**config.mk**
```make
export PLATFORM = sky130hd
export DESIGN_NAME = microondas_controle
export DESIGN_NICKNAME = d
export VERILOG_FILES = /design/src/rtl/microondas_pkg.sv /design/src/rtl/microondas_divisor_tick.sv /design/src/rtl/microondas_controle.sv
export SDC_FILE = /design/constraint.sdc
export NUM_CORES = 1
export LEC_CHECK = 0
export ABC_AREA = 1
export CAP_MARGIN = 15
export CORE_UTILIZATION = 63
export DETAILED_ROUTE_END_ITERATION = 8
export PLACE_DENSITY = 0.95
export REMOVE_ABC_BUFFERS = 1
export SLEW_MARGIN = 10
export SYNTH_ARGS = -nofsm -noshare
export SYNTH_HDL_FRONTEND = slang
export SYNTH_SLANG_ARGS = --single-unit
```
**constraint.sdc**
```tcl
create_clock -name clock -period 4.6 [get_ports clock]
set_input_delay 0.46 -clock clock [delete_from_list [all_inputs] [get_ports clock]]
set_output_delay 0.46 -clock clock [all_outputs]
set_load 0.02 [all_outputs]
```
**src/rtl/microondas_pkg.sv**
```systemverilog
// Shared definitions for the microwave oven controller: state encoding and
// default timing constants.
package microondas_pkg;

    typedef enum logic [2:0] {
        st_idle    = 3'd0,
        st_setting = 3'd1,
        st_cooking = 3'd2,
        st_paused  = 3'd3,
        st_done    = 3'd4
    } estado_t;

    localparam int TICK_DIV_DEF  = 50000000;
    localparam int DONE_SECS_DEF = 3;

endpackage

```
**src/rtl/microondas_divisor_tick.sv**
```systemverilog
// One-second prescaler: counts 0..TICK_DIV-1 while run is high, holds otherwise,
// and flags the last count as tick.
module divisor_tick
    import microondas_pkg::*;
#(
    parameter int TICK_DIV = TICK_DIV_DEF
) (
    input  logic clock,
    input  logic reset,
    input  logic run,
    input  logic sync_clr,
    output logic tick
);

    localparam int CW = (TICK_DIV > 1) ? $clog2(TICK_DIV) : 1;
    localparam logic [CW-1:0] LAST = CW'(TICK_DIV - 1);

    logic [CW-1:0] cnt;

    always_ff @(posedge clock or posedge reset) begin
        if (reset) begin
            cnt <= '0;
        end else if (sync_clr) begin
            cnt <= '0;
        end else if (run) begin
            cnt <= (cnt == LAST) ? '0 : cnt + CW'(1);
        end
    end

    // Gated by run so a count parked at LAST while paused does not tick.
    assign tick = run & (cnt == LAST);

endmodule

```
**src/rtl/microondas_controle.sv**
```systemverilog
// Microwave oven controller: button edge detection, cooking FSM, timer
// load/clear/enable strobes and registered Moore outputs.
module microondas_controle
    import microondas_pkg::*;
#(
    parameter int TICK_DIV  = TICK_DIV_DEF,
    parameter int DONE_SECS = DONE_SECS_DEF
) (
    input  logic       clock,
    input  logic       reset,
    input  logic       start,
    input  logic       stop,
    input  logic       door_closed,
    input  logic       key_valid,
    input  logic       timer_zero,
    output logic       timer_loadn,
    output logic       timer_clrn,
    output logic       timer_enable,
    output logic       mag_on,
    output logic       lamp_on,
    output logic       buzzer,
    output logic [2:0] state
);

    localparam int SW = $clog2(DONE_SECS + 1);
    localparam logic [SW-1:0] SECS_LAST = SW'(DONE_SECS - 1);

    estado_t       st_q, st_d;
    logic          start_q, stop_q;
    logic          start_rise, stop_rise;
    logic          run, sync_clr, tick;
    logic [SW-1:0] secs_q;
    logic          load_req, clr_req;

    assign start_rise = start & ~start_q;
    assign stop_rise  = stop & ~stop_q;

    // Branch order inside each state encodes the event priority:
    // stop, door open, timer_zero, start, keypad.
    always_comb begin
        st_d     = st_q;
        load_req = 1'b0;
        clr_req  = 1'b0;
        case (st_q)
            st_idle, st_setting: begin
                if (stop_rise) begin
                    st_d    = st_idle;
                    clr_req = 1'b1;
                end else if (start_rise && door_closed && !timer_zero) begin
                    st_d = st_cooking;
                end else if (key_valid) begin
                    st_d     = st_setting;
                    load_req = 1'b1;
                end
            end
            st_cooking: begin
                if (stop_rise || !door_closed) begin
                    st_d = st_paused;
                end else if (timer_zero) begin
                    st_d = st_done;
                end
            end
            st_paused: begin
                if (stop_rise) begin
                    st_d    = st_idle;
                    clr_req = 1'b1;
                end else if (start_rise && door_closed) begin
                    st_d = st_cooking;
                end
            end
            st_done: begin
                if (stop_rise || !door_closed) begin
                    st_d = st_idle;
                end else if (tick && (secs_q == SECS_LAST)) begin
                    st_d = st_idle;
                end
            end
            default: st_d = st_idle;
        endcase
    end

    // Resuming from PAUSED keeps the prescaler phase; a fresh cook or the
    // buzzer phase starts a whole second from zero.
    assign run      = (st_q == st_cooking) || (st_q == st_done);
    assign sync_clr = ((st_d == st_cooking) && ((st_q == st_idle) || (st_q == st_setting)))
                    || ((st_d == st_done) && (st_q != st_done));

    divisor_tick #(
        .TICK_DIV (TICK_DIV)
    ) u_divisor_tick (
        .clock    (clock),
        .reset    (reset),
        .run      (run),
        .sync_clr (sync_clr),
        .tick     (tick)
    );

    always_ff @(posedge clock or posedge reset) begin
        if (reset) begin
            st_q    <= st_idle;
            start_q <= 1'b0;
            stop_q  <= 1'b0;
            secs_q  <= '0;
        end else begin
            st_q    <= st_d;
            start_q <= start;
            stop_q  <= stop;
            if ((st_q == st_done) && (st_d == st_done)) begin
                secs_q <= secs_q + SW'(tick);
            end else begin
                secs_q <= '0;
            end
        end
    end

    // Outputs are registered from the next state so they line up with state.
    always_ff @(posedge clock or posedge reset) begin
        if (reset) begin
            timer_loadn  <= 1'b1;
            timer_clrn   <= 1'b0;
            timer_enable <= 1'b0;
            mag_on       <= 1'b0;
            lamp_on      <= 1'b0;
            buzzer       <= 1'b0;
        end else begin
            timer_loadn  <= ~(load_req & ~clr_req);
            timer_clrn   <= ~clr_req;
            timer_enable <= tick & (st_q == st_cooking) & ~timer_zero & (st_d == st_cooking);
            mag_on       <= (st_d == st_cooking);
            lamp_on      <= (st_d == st_cooking) | ~door_closed;
            buzzer       <= (st_d == st_done);
        end
    end

    assign state = st_q;

endmodule
```
==> results of run 1 <==
## cells by family after synthesis
family	count (synthesis)	share of synthesized area, %
xor gates and xnor gates	8	2.90
and+or+nand+nor	220	42.5
AOI/OAI and AO/OA	25	5.89
DFF	39	40.4
adders and majority gates	2	1.03
buffers and inverters	44	7.34
## cells in the mapped netlist (all sizes together) (2+ instances only)
cell,instances
nand4,18
nand3,35
or2,2
o211ai,3
dfrtp,38
nand2,92
xnor2,3
inv,41
o21ai,11
buf,3
ha,2
a21oi,10
nor2,67
nor3,5
xor2,5
## sequential cells by signal, indices dropped and copies added, names as in the netlist
| name | flops |
|---|---|
| buzzer | 1 |
| secs_q | 2 |
| timer_loadn | 1 |
| stop_q | 1 |
| timer_clrn | 1 |
| u_divisor_tick.cnt | 26 |
| lamp_on | 1 |
| state | 3 |
| start_q | 1 |
| timer_enable | 1 |
| mag_on | 1 |
## per-stage QoR
step | utilization (%) | cell area (sq um) | instances
finish | 74.5 | 2730 | 407
global route | 74.5 | 2730 | 407
CTS | 74.5 | 2730 | 407
detailed placement | 71.4 | 2610 | 399
global placement | 71.4 | 2610 | 399
floorplan | - | 2400 | 335
## routing by layer
layer  GRT usage [%]  routed length [microns]  up-vias  part of all wire, %
li1                -                        -     1131                    -
met1            38.5                     2420     1074                   44
met2            46.9                     2510      103                   46
met3            7.50                      422       15                  7.7
met4            14.8                      132        0                  2.4
met5               0                        0        -                    0
## layout make-up
class / count / area share (%)
tap: 48 / 2.20
clock buffer: 5 / 2.52
sequential: 39 / 35.8
timing repair buffer: 16 / 5.78
inverter: 41 / 5.64
multi-input combinational: 255 / 46.4
clock inverter: 3 / 1.61
## worst min path at each step
stage / start / end / depth (start not counted)
final: stop_q$_DFF_PP0_ / timer_clrn$_DFF_PP0_ / 2
after global routing: stop_q$_DFF_PP0_ / timer_clrn$_DFF_PP0_ / 2
after CTS: start_q$_DFF_PP0_ / timer_loadn$_DFF_PP1_ / 3
after detailed placement: start_q$_DFF_PP0_ / timer_loadn$_DFF_PP1_ / 3
after global placement: stop_q$_DFF_PP0_ / timer_clrn$_DFF_PP0_ / 2
after floorplan: stop_q$_DFF_PP0_ / timer_clrn$_DFF_PP0_ / 2
## report_power, final
group,internal (W),total [W],switching (W)
logic,0.0000970,0.000301,0.000204
clock network,0.000161,0.000283,0.000122
registers,0.000386,0.000436,0.0000497
## worst max-delay path: stages
cell and delay, ns:
clkdlybuf4s50_1 0.52, nand2_1 0.07, nor2_1 0.11, nand2_1 0.09
o21ai_0 0.08, nand2_1 0.10, nand2_2 0.31, inv_2 0.16
nand2_2 0.19, nor2_1 0.07
==> metrics.md, run 1 <==
| Metric | Value |
|---|---|
| Yosys top cell by area | dfrtp_1 |
| Clock Pin Slew Worst Setup and Hold Paths | ~0.070 ns |
| Vias post-DR | approximately 2.3k |
| RSZ-0062 raised after global routing | false |
| Hold buffer count at CTS | 0 |
| Max Cap Violations | 0 |
| # rows | 22 |
| Final period util | 43.4% |
| Worst reg-to-reg path cell count | 8 |
| Post-DP HPWL | roughly 4 mm |
| Vias in the first global route | between 2k and 2.5k |
| Die area | ~4100 sq um |
| Outcome | finished clean |
| Worst Hold Class | reg -> reg |
| Ratio of cells with drive above 1 in the final layout | about 14% |
| Gate Count Post-Synth | approximately 340 |
| Slew headroom | about two thirds |
| Synthesized cell area | around 2400 sq um |
| Largest fanout on the critical path | 14 |
| Pins Over Slew Limit | 0 |
| Die width | around 64 microns |
| Core area | between 3000 and 4000 sq um |
| Worst-Margin Slew | ~0.48 ns |
| Initial Util | roughly two thirds |
| Sequential fraction of the synthesis area | 40.4% |
| CP startpoint kind | input pin |
| Synth unique cells | 30 |
| Sequential cell area | between 900 and 1000 sq um |
| First-pass GRT wire length | about 9.3 mm |
| Largest net degree at the start of global routing | 40 |
| Worst R2R Setup Slack | 2.73 ns |
| Latest clock arrival within the worst-skew pair | a little under 0.3 ns |
| Number of synthesized flops with an enable pin | 0 |
| Multi-input gate area | between 1000 and 1500 sq um |
| Reg2Reg Launch Point | u_divisor_tick.cnt[0]$_DFFE_PP0P_ |
| Ports | 16 |
| Top cell type's share of synthesized area | about two fifths |
| Routability congestion estimate | about 0.96 |
| Mean Syn Cell Area | roughly 7 sq um |
| Crit end category | register |
| Antenna violations before repair | 0 |
| Critical path class | in -> reg |
| WL final | 5.48 mm |
| Routed Antenna Nets | 0 |
| Final worst slack | around 2.6 ns |
| # H-tree levels | 2 |
| GRT Residual Overflow | 0 |
| Critical path origin | door_closed |
| Pre-CTS WS | 2.31 ns |
| ANT cells | 0 |
| DIE HEIGHT | between 60 and 70 microns |
| Critical path endpoint | u_divisor_tick.cnt[7]$_DFFE_PP0P_ |
| Final Skew | around 0.0062 ns |
| Power Dens Cells | ~370 nW/um^2 |
| Yosys reg bits | 39 |
| Most common cell after layout, fill and taps aside | nand2_1 |
| Clock tree sinks | 39 |
| Area growth, synth to finish | 12.7% |
| Gr usage total | 30.0% |
| Fill cells | 261 |
| Yosys warning count | 0 |
| Ys flop type | dfrtp_1 |
| PnR Total Power | around 0.0010 W |
| Pre-Repair DR Iteration Count | 6 |
| Crit path DAT | around 2.2 ns |
| Total CTS buffers | 5 |
| Post-CTS Setup Repair Bufs | 0 |
| Max Fclk | between 500 and 600 MHz |
| Leak | 1.20 nW |
| TritonCTS clock tree | done |
| Top cells by area, synth | dfrtp_1 39%, nand2_1 13%, nor2_1 8.7% |
| Drt wl/cell | roughly 13 microns |
| Port Buffers | 15 |
| CTS Buffer Depth | 2 |
| FF-to-FF End | secs_q[1]$_DFF_PP0_ |
| Setup_tns | 0 ns |
| Clk root buf | clkbuf_8 |
| Most frequent cells in the layout | 84 x nand2_1, 56 x nor2_1, 38 x dfrtp_1 |
| Fin. Hold Viols | 0 |
| Ys async rst share | 100% |
| Hold_ws | 0.541 ns |
| Vias per cell | between 5 and 6 |
| Iteration-0 DRC Markers | 292 |
| Setup Viol. Count Final | 0 |
| DRC Markers | 0 |
| WP data required | ~4.8 ns |
| Cts repair resizes | 0 |
| Min Tclk post-route | ~2 ns |
| # nets final | about 370 |
| Worst VDD drop | 0.000384 V |
Power figures use the tool's default switching activity.
==> run 2, diff against run 1 <==
--- a/config.mk
+++ b/config.mk
@@ -7,9 +7,9 @@
 export LEC_CHECK = 0
 export ABC_AREA = 1
 export CAP_MARGIN = 15
-export CORE_UTILIZATION = 63
+export CORE_UTILIZATION = 53
 export DETAILED_ROUTE_END_ITERATION = 8
-export PLACE_DENSITY = 0.95
+export PLACE_DENSITY = 0.87
 export REMOVE_ABC_BUFFERS = 1
 export SLEW_MARGIN = 10
 export SYNTH_ARGS = -nofsm -noshare
==> constraint.sdc (replaced) <==
create_clock -name clock -period 1.7 [get_ports clock]
set_input_delay 0.17 -clock clock [delete_from_list [all_inputs] [get_ports clock]]
set_output_delay 0.17 -clock clock [all_outputs]
set_load 0.02 [all_outputs]
==> run 2 against run 1 <==
Effect of this change:
- register-to-register slack worse by 2.7 ns
- worst setup slack worse by 2.5 ns
- die area up 18%
- design area up 11%
- sequential power rose to 2.7 times the previous value
- combinational power rose to 3.4 times the previous value
- clock skew about the same
- routed wire length up 16%
- sequential share of layout area down 3.5 points
- global-route usage down 2.1 points
- final cell count up 8.8%
- critical endpoint is now secs_q[1]$_DFF_PP0_
- largest cell class unchanged
==> metrics.md, run 2 (synthesis gave the netlist of run 1 again) <==
| Metric | Value |
|---|---|
| ANT cells | 0 |
| Slew headroom | about four fifths |
| Max stage delay on crit path | between 0.3 and 0.4 ns |
| Final worst slack | slightly below 0.08 ns |
| Crit end category | register |
| Iteration-0 DRC Markers | 229 |
| Gr usage total | 27.9% |
| Worst VDD drop | about 0.0006 V |
| Core area | approximately 4400 sq um |
| Worst-Margin Slew | a little over 0.3 ns |
| Area growth, synth to finish | 25.0% |
| Most frequent CP cell | inv_1 |
| Initial Util | 55.2% |
| Cell Count, Final, Fillers Out | around 440 |
| Critical path class | reg -> reg |
| DRC Markers | 0 |
| Family with the most delay on the worst path | simple AND/OR/NAND/NOR gates |
| First-pass GRT wire length | approximately 11 mm |
| Leak | roughly 1.4 nW |
| Total CTS buffers | 5 |
| Vias in the first global route | approximately 2.4k |
| Met3 GRT Util | under 10% |
| CP startpoint kind | register |
| Power Dens Cells | 949 nW/um^2 |
| GRT busiest layer | met2 |
| Max FFs per register | 26 |
| Pins Over Slew Limit | 0 |
| Port Buffers | 15 |
| Ports | 16 |
| Top reg by flops | u_divisor_tick.cnt |
| WL final | ~6.4 mm |
| DIE HEIGHT | a little under 70 microns |
| Clock Pin Slew Worst Setup and Hold Paths | approximately 0.08 ns |
| Multi-input gate area | ~1300 sq um |
| Die area | 4840 sq um |
| Pre-Repair DR Iteration Count | 5 |
| Final period util | a little over nine tenths |
| Met2 Resource Use GR | a little under half |
| Vias post-DR | between 2k and 2.5k |
| Crit path DAT | 1.81 ns |
| Die width | just under 70 microns |
| Largest net degree at the start of global routing | 40 |
| WP data required | between 1.5 and 2 ns |
| Placed Instances | about 430 |
| Drt wl/cell | ~14 microns |
| Fill cells | 368 |
| Vias per cell | about 5.6 |
| Final Skew | 0.00583 ns |
| # nets final | roughly 400 |
| Min Tclk post-route | 1.62 ns |
| Outcome | finished clean |
| CP bufs+invs | 2 |
| Most common cell after layout, fill and taps aside | nand2_1 |
| CTS Buffer Depth | 2 |
| GRT Residual Overflow | 0 |
| # rows | 24 |
| Sequential cell area | roughly 1000 sq um |
| Most frequent cells in the layout | 83 x nand2_1, 52 x nor2_1, 37 x dfrtp_1 |
| Pre-CTS WS | ~0.010 ns |
| Routed Antenna Nets | 0 |
| PnR Total Power | roughly 0.0029 W |
| Clk root buf | clkbuf_8 |
| Slowest-stage cell, CP | dfrtp_1 |
| Global routing usage on met1 | between 30% and 40% |
| # H-tree levels | 2 |
| Fin. Hold Viols | 0 |
| Routability congestion estimate | ~1 |
| Largest fanout on the critical path | 3 |
| Clock tree sinks | 39 |
| Max Fclk | 616 MHz |
| Ratio of cells with drive above 1 in the final layout | a little under a quarter |
| TritonCTS clock tree | done |
| Critical path, cell by cell | inv_1, nand2_1, nor2_4, nand4_1, nor2_2, nand3_2, inv_1, ha_1, xnor2_1, nor2_1 |
| Worst Hold Class | in -> async |
| Latest clock arrival within the worst-skew pair | 0.30 ns |
| Post-DP HPWL | roughly 4.8 mm |
| Max Cap Violations | 0 |
| Antenna violations before repair | 0 |
| Setup Viol. Count Final | 0 |
run 2: path summary, 6_finish.rpt:
check | start | endpoint | slack [ns] | depth (start not counted)
max reg2reg | u_divisor_tick.cnt[24]$_DFFE_PP0P_ | secs_q[1]$_DFF_PP0_ | 0.08 | 10
max | u_divisor_tick.cnt[24]$_DFFE_PP0P_ | secs_q[1]$_DFF_PP0_ | 0.08 | 10
min reg2reg | stop_q$_DFF_PP0_ | timer_clrn$_DFF_PP0_ | 0.51 | 2
max in group asynchronous | reset | timer_loadn$_DFF_PP1_ | 1.23 | 3
min in group clock | stop | stop_q$_DFF_PP0_ | 0.34 | 1
min | reset | state[0]$_DFF_PP0_ | 0.23 | 3
run 2: worst reg2reg max path, cell delays in order, from the launching register on:
cell	delay [ns]
dfrtp_1	0.39
inv_1	0.09
nand2_1	0.09
nor2_4	0.14
nand4_1	0.13
nor2_2	0.17
nand3_2	0.10
inv_1	0.08
ha_1	0.15
xnor2_1	0.13
nor2_1	0.06
run 2: power by group:
group / switching, W / internal (W)
sequential: 0.000120 / 0.00105
combinational: 0.000624 / 0.000387
clock: 0.000325 / 0.000370
total: 0.00107 / 0.00180
run 2: final cells by class:
type / instances / area share, %
clock buffers: 8 / 3.31
inverters: 41 / 5.09
multi-input cells: 255 / 43.5
well taps: 52 / 2.15
repair buffers: 48 / 13.6
flip-flops and latches: 39 / 32.3
run 2: layer usage:
metal	routed length [microns]	share of wire, %	up-vias
li1	-	-	1196
met1	2700	42	1139
met2	3050	48	121
met3	457	7.2	23
met4	179	2.8	0
met5	0	0	-
run 2: per-stage QoR:
step	setup TNS, ns	utilization [%]	hold WS [ns]	cell area, sq um
6_report	0	69.0	0.227	3030
4_1_cts	0	67.4	0.241	2950
2_1_floorplan	0	-	0.201	2400
3_3_place_gp	0	65.0	0.484	2850
3_5_place_dp	0	65.0	0.499	2850
5_1_grt	-0.155	69.0	0.299	3030
run 2: timing repair:
action / 4_1_cts / 5_1_grt
setup buffers: 0 / 3
setup endpoints to repair: 1 / 15
hold buffers: 0 / 0
resized for setup: 2 / 11
pin swaps: 0 / 3
